## config.mk

```make
export PLATFORM = sky130hd
export DESIGN_NAME = data_mem_bus_ctrl
export DESIGN_NICKNAME = d
export VERILOG_FILES = /design/src/rtl/data_mem_bus_ctrl_pkg.sv /design/src/rtl/data_mem_bus_ctrl.sv
export SDC_FILE = /design/constraint.sdc
export NUM_CORES = 1
export LEC_CHECK = 0
export BUFFER_PORTS_ARGS = -buffer_cell sky130_fd_sc_hd__clkbuf_2
export CAP_MARGIN = 20
export CORE_MARGIN = 2
export CORE_UTILIZATION = 35
export DETAILED_ROUTE_END_ITERATION = 12
export HOLD_SLACK_MARGIN = 0.08
export PLACE_DENSITY = 0.68
export SKIP_LAST_GASP = 1
export SLEW_MARGIN = 20
export SYNTH_ARGS = -nofsm -noshare
export SYNTH_HDL_FRONTEND = slang
export SYNTH_SLANG_ARGS = --single-unit
```

## constraint.sdc

```tcl
create_clock -name clock -period 5.4 [get_ports clock]
set_clock_uncertainty 0.2 [all_clocks]
set_input_delay 0.54 -clock clock [delete_from_list [all_inputs] [get_ports clock]]
set_output_delay 0.54 -clock clock [all_outputs]
set_load 0.05 [all_outputs]
```

## src/rtl/data_mem_bus_ctrl_pkg.sv

```systemverilog
// Shared types for the data-memory bus controller: LSU function codes,
// controller FSM states and the default bus timeout.
package data_mem_bus_ctrl_pkg;

    typedef enum logic [3:0] {
        LSU_LB  = 4'd0,
        LSU_LH  = 4'd1,
        LSU_LW  = 4'd2,
        LSU_LBU = 4'd3,
        LSU_LHU = 4'd4,
        LSU_SB  = 4'd5,
        LSU_SH  = 4'd6,
        LSU_SW  = 4'd7
    } load_store_func_code;

    typedef enum logic [1:0] {
        DMC_IDLE   = 2'd0,
        DMC_REQ    = 2'd1,
        DMC_WAIT_R = 2'd2
    } dmem_ctrl_state_e;

    localparam int DMEM_TIMEOUT_DEFAULT = 64;

    // Only full-word accesses travel over this bus; sub-word codes are rejected.
    function automatic logic is_word_op(input load_store_func_code op);
        return (op == LSU_LW) || (op == LSU_SW);
    endfunction

endpackage

```

## src/rtl/data_mem_bus_ctrl.sv

```systemverilog
// Memory-side stage behind the LSU: turns one LW/SW into a req/gnt/rvalid bus
// transaction, one outstanding at a time, with misalign/bad-op/timeout errors.
module data_mem_bus_ctrl
    import data_mem_bus_ctrl_pkg::*;
#(
    parameter int TIMEOUT_CYCLES = DMEM_TIMEOUT_DEFAULT
) (
    input  logic                clock,
    input  logic                reset,
    input  logic                lsu_req_ip,
    input  load_store_func_code lsu_operator_ip,
    input  logic [31:0]         lsu_addr_ip,
    input  logic [31:0]         lsu_wdata_ip,
    output logic                lsu_ready_op,
    output logic                lsu_resp_op,
    output logic                lsu_err_op,
    output logic [31:0]         lsu_rdata_op,
    output logic                mem_req_op,
    output logic                mem_we_op,
    output logic [3:0]          mem_be_op,
    output logic [31:0]         mem_addr_op,
    output logic [31:0]         mem_wdata_op,
    input  logic                mem_gnt_ip,
    input  logic                mem_rvalid_ip,
    input  logic [31:0]         mem_rdata_ip,
    output dmem_ctrl_state_e    dbg_state_op
);

    localparam int               CNT_W    = $clog2(TIMEOUT_CYCLES + 1);
    localparam logic [CNT_W-1:0] CNT_LAST = CNT_W'(TIMEOUT_CYCLES - 1);
    localparam logic [CNT_W-1:0] CNT_MAX  = CNT_W'(TIMEOUT_CYCLES);

    dmem_ctrl_state_e state_q, state_d;
    logic [CNT_W-1:0] cnt_q, cnt_d;
    logic [31:0]      addr_q, addr_d;
    logic [31:0]      wdata_q, wdata_d;
    logic             we_q, we_d;
    logic             resp_q, resp_d;
    logic             err_q, err_d;
    logic [31:0]      rdata_q, rdata_d;

    logic [CNT_W-1:0] cnt_inc;
    logic             timed_out;
    logic             lsu_ok;

    // Handshakes: an LSU request transfers on a cycle with lsu_req_ip && lsu_ready_op;
    // the address phase transfers on mem_req_op && mem_gnt_ip; the response phase is
    // mem_rvalid_ip while in WAIT_R. Each side holds its payload until its transfer.
    assign cnt_inc   = (cnt_q == CNT_MAX) ? cnt_q : cnt_q + CNT_W'(1);
    assign timed_out = (cnt_q >= CNT_LAST);
    assign lsu_ok    = is_word_op(lsu_operator_ip) && (lsu_addr_ip[1:0] == 2'b00);

    always_comb begin
        state_d = state_q;
        cnt_d   = cnt_q;
        addr_d  = addr_q;
        wdata_d = wdata_q;
        we_d    = we_q;
        resp_d  = 1'b0;
        err_d   = 1'b0;
        rdata_d = rdata_q;

        case (state_q)
            DMC_IDLE: begin
                if (lsu_req_ip) begin
                    if (lsu_ok) begin
                        state_d = DMC_REQ;
                        cnt_d   = '0;
                        addr_d  = {lsu_addr_ip[31:2], 2'b00};
                        wdata_d = lsu_wdata_ip;
                        we_d    = (lsu_operator_ip == LSU_SW);
                    end else begin
                        resp_d = 1'b1;
                        err_d  = 1'b1;
                    end
                end
            end
            DMC_REQ: begin
                cnt_d = cnt_inc;
                // A grant in the final counted cycle still beats the timeout.
                if (mem_gnt_ip) begin
                    state_d = DMC_WAIT_R;
                end else if (timed_out) begin
                    state_d = DMC_IDLE;
                    resp_d  = 1'b1;
                    err_d   = 1'b1;
                end
            end
            DMC_WAIT_R: begin
                cnt_d = cnt_inc;
                if (mem_rvalid_ip) begin
                    state_d = DMC_IDLE;
                    resp_d  = 1'b1;
                    if (!we_q) begin
                        rdata_d = mem_rdata_ip;
                    end
                end else if (timed_out) begin
                    state_d = DMC_IDLE;
                    resp_d  = 1'b1;
                    err_d   = 1'b1;
                end
            end
            default: begin
                state_d = DMC_IDLE;
            end
        endcase
    end

    always_ff @(posedge clock) begin
        if (reset) begin
            state_q <= DMC_IDLE;
            cnt_q   <= '0;
            addr_q  <= '0;
            wdata_q <= '0;
            we_q    <= 1'b0;
            resp_q  <= 1'b0;
            err_q   <= 1'b0;
            rdata_q <= '0;
        end else begin
            state_q <= state_d;
            cnt_q   <= cnt_d;
            addr_q  <= addr_d;
            wdata_q <= wdata_d;
            we_q    <= we_d;
            resp_q  <= resp_d;
            err_q   <= err_d;
            rdata_q <= rdata_d;
        end
    end

    assign lsu_ready_op = (state_q == DMC_IDLE);
    assign lsu_resp_op  = resp_q;
    assign lsu_err_op   = err_q;
    assign lsu_rdata_op = rdata_q;
    assign mem_req_op   = (state_q == DMC_REQ);
    assign mem_we_op    = we_q;
    assign mem_be_op    = 4'hF;
    assign mem_addr_op  = addr_q;
    assign mem_wdata_op = wdata_q;
    assign dbg_state_op = state_q;

endmodule

```

==> flow_summary.json <==
{
  "synth_top_area_cell": "dfxtp_1",
  "avgSynthCellArea_sq_um": 7.93,
  "reg2reg_depth": 6,
  "syn_inst": 510,
  "die_area_sq_um": 12400,
  "pwr-share-clk": 0.431,
  "cp.arrival_ns": 2.61,
  "numCtsBuffers": 9,
  "rsz0062_at_grt": "false",
  "synth_edf_count": 0,
  "dr.first_iter.drc_count": 150,
  "drc_errors": 0,
  "synthArstFlopShare": 0,
  "initial_utilization": 0.356,
  "firstDrtPassIters": 4,
  "p_switching_w": 0.000340,
  "cts-hold-fix-buffers": 0,
  "r2r_setup_slack_ns": 2.76,
  "worstHoldPathCells": 3,
  "power_leakage_nw": 2.32,
  "synth_top_area_frac": 0.524,
  "crit_start": "dbg_state_op[1]",
  "hp-class": "input port to flip-flop",
  "rows": 39,
  "ys_ff_latch": 106,
  "wl_um": 10200,
  "drv_slew": 0,
  "track_usage": 0.166,
  "startpoint_type": "flip-flop",
  "dp_cells": 826,
  "clock.fmax_mhz": 379,
  "cpPeakStageDelay_ns": 0.72,
  "ys.flop_type": "dfxtp_1",
  "antenna_found_initial": 0,
  "routedWlPerCell_um": 12.1,
  "port_buffers": 205,
  "cts_root_buffer": "clkbuf_16",
  "setup-violations-final": 0,
  "synth_common_cells": "nand2_1 (195), dfxtp_1 (106), a21oi_1 (102)",
  "grt.overflow.total": 0,
  "power_w": 0.00157,
  "finalNetCount": 805,
  "status": "completed",
  "path_cells": "inv_1, ha_1, nand4_1, buf_4, nand2_1, a21oi_1",
  "period_needed_ns": 2.64,
  "grt_max_degree": 102,
  "cts_resized": 0,
  "holdWs_ns": 0.216,
  "maxCapViolations": 0,
  "yosys-top-cells-area": "dfxtp_1 (52%), nand2_1 (18%), a21oi_1 (13%)",
  "critPathKind": "flip-flop to flip-flop",
  "finalHoldViolations": 0,
  "end_kind": "flip-flop",
  "die_h_um": 112,
  "ys_seq_area_frac": 0.524,
  "p_comb_frac": 0.065,
  "syn_area_sq_um": 4050,
  "worst_pin_slew_ns": 1.04,
  "pwr-share-seq": 0.503,
  "cts_tree": "yes",
  "fin_setup_tns_ns": 0,
  "clkTransAtPathRegs_ns": 0.07,
  "cts.sinks": 106,
  "core_area_sq_um": 11400,
  "ir_drop_mv": 0.232,
  "r2r-end": "mem_addr_op[30]",
  "intPower_w": 0.00123,
  "max_slew_margin": 0.309,
  "die_x_um": 112,
  "n_antenna_cell": 0,
  "areaGrowthSynthToFinish_pct": 34.1,
  "htree_levels": 3,
  "crit_required_ns": 5.37,
  "fin_cells": 841,
  "yosysWarnings": 0,
  "swShare": 0.217,
  "yosys.cell_count.top_type": "nand2_1",
  "ant_nets": 0,
  "vias": 3969,
  "r2r_start": "dbg_state_op[1]",
  "synth.distinct_cells": 37,
  "endpoint": "mem_addr_op[30]",
  "grt_pass1_vias": 3835,
  "finalCritPeriodShare": 0.489,
  "power_density_nw_per_um2": 289,
  "post_cts_buffers": 0,
  "dp_hpwl_um": 7510,
  "io_pins": 212,
  "post-route-util": 0.477,
  "insertion_delay_ns": 0.33,
  "drive_above_1_share": 0.328,
  "routed_via_density": 4.72,
  "critPathMaxFanout": 44,
  "crit_slowest_cell": "nand4_1",
  "grt_pass1_wl_um": 17200,
  "clockBufferDepth": 2,
  "routabilityCongestion": 0.792
}
-- metal layers --
metal	GRT usage	vias to the layer above	wire, um
met2	0.299	138	5130
met3	0.0577	14	777
li1	-	2025	-
met1	0.182	1792	4120
met4	0.0535	0	131
met5	0	-	0
-- worst max-delay path, delay by kind of cell, from the launching register on --
family                   cells  cell delay [ns]
buffers and inverters        2             0.68
flip-flops                   1             0.37
AND/OR/NAND/NOR              2             0.85
adder cells (fa/ha/maj)      1             0.28
AO/OA/AOI/OAI                1             0.07
-- power groups by stage --
stage / combinational, W / sequential, W / clock [W]
floorplan: 0.0000408 / 0.000823 / 0
global placement: 0.000101 / 0.000807 / 0
detailed placement: 0.000102 / 0.000807 / 0
CTS: 0.000103 / 0.000789 / 0.000704
global route: 0.000112 / 0.000789 / 0.000733
finish: 0.000103 / 0.000789 / 0.000676
-- worst min path at each step --
stage | end | startpoint
finish | mem_wdata_op[22] | lsu_wdata_ip[22]
global route | lsu_rdata_op[24] | mem_rdata_ip[24]
CTS | mem_wdata_op[22] | lsu_wdata_ip[22]
detailed placement | lsu_rdata_op[13] | lsu_rdata_op[13]
global placement | lsu_rdata_op[28] | lsu_rdata_op[28]
floorplan | cnt_q[6] | cnt_q[6]
-- metrics by stage --
| step | worst slack (ns) | instance area (sq um) |
|---|---|---|
| 2_1_floorplan | 2.93 | 4060 |
| 3_3_place_gp | 2.47 | 5090 |
| 3_5_place_dp | 2.42 | 5120 |
| 4_1_cts | 2.74 | 5430 |
| 5_1_grt | 2.54 | 5430 |
| 6_report | 2.76 | 5430 |
-- cell usage in the layout, fill, tap and decap left out, drive strengths merged, types with 2 or more instances in the layout --
master / instances
dfxtp: 106
or3: 2
or4: 3
o31ai: 4
a21o: 2
nor4: 2
inv: 9
bufinv: 2
clkbuf: 214
nor2: 5
nand3: 4
mux2i: 2
o21ai: 3
conb: 6
nor2b: 3
nor3b: 2
a21oi: 102
a31oi: 2
nand2: 195
nand2b: 2
clkinv: 2
nand4: 3
ha: 6
buf: 4
o21bai: 2
-- flip-flops by register name (all words and copies together) (netlist names) --
signal        count
lsu_resp_op       1
mem_wdata_op     32
lsu_rdata_op     32
mem_we_op         1
lsu_err_op        1
cnt_q             7
dbg_state_op      2
mem_addr_op      30
-- kinds of logic after synthesis --
family          share of synthesized area
flops                               0.524
mux                               0.00495
other cells                       0.00186
xor+xnor                          0.00216
fa+ha+maj                          0.0186
compound gates                      0.160
simple gates                        0.234
buf+inv                            0.0532
-- cell type report --
class | instances | area, sq um
repair buffers | 208 | 1060
inverters | 8 | 30.0
multi-input cells | 361 | 1730
flip-flops and latches | 106 | 2120
well taps | 143 | 179
clock buffers | 10 | 229
clock inverters | 5 | 78.8
fillers | 1135 | 5940
No activity file was read; power rests on OpenSTA's default activity.
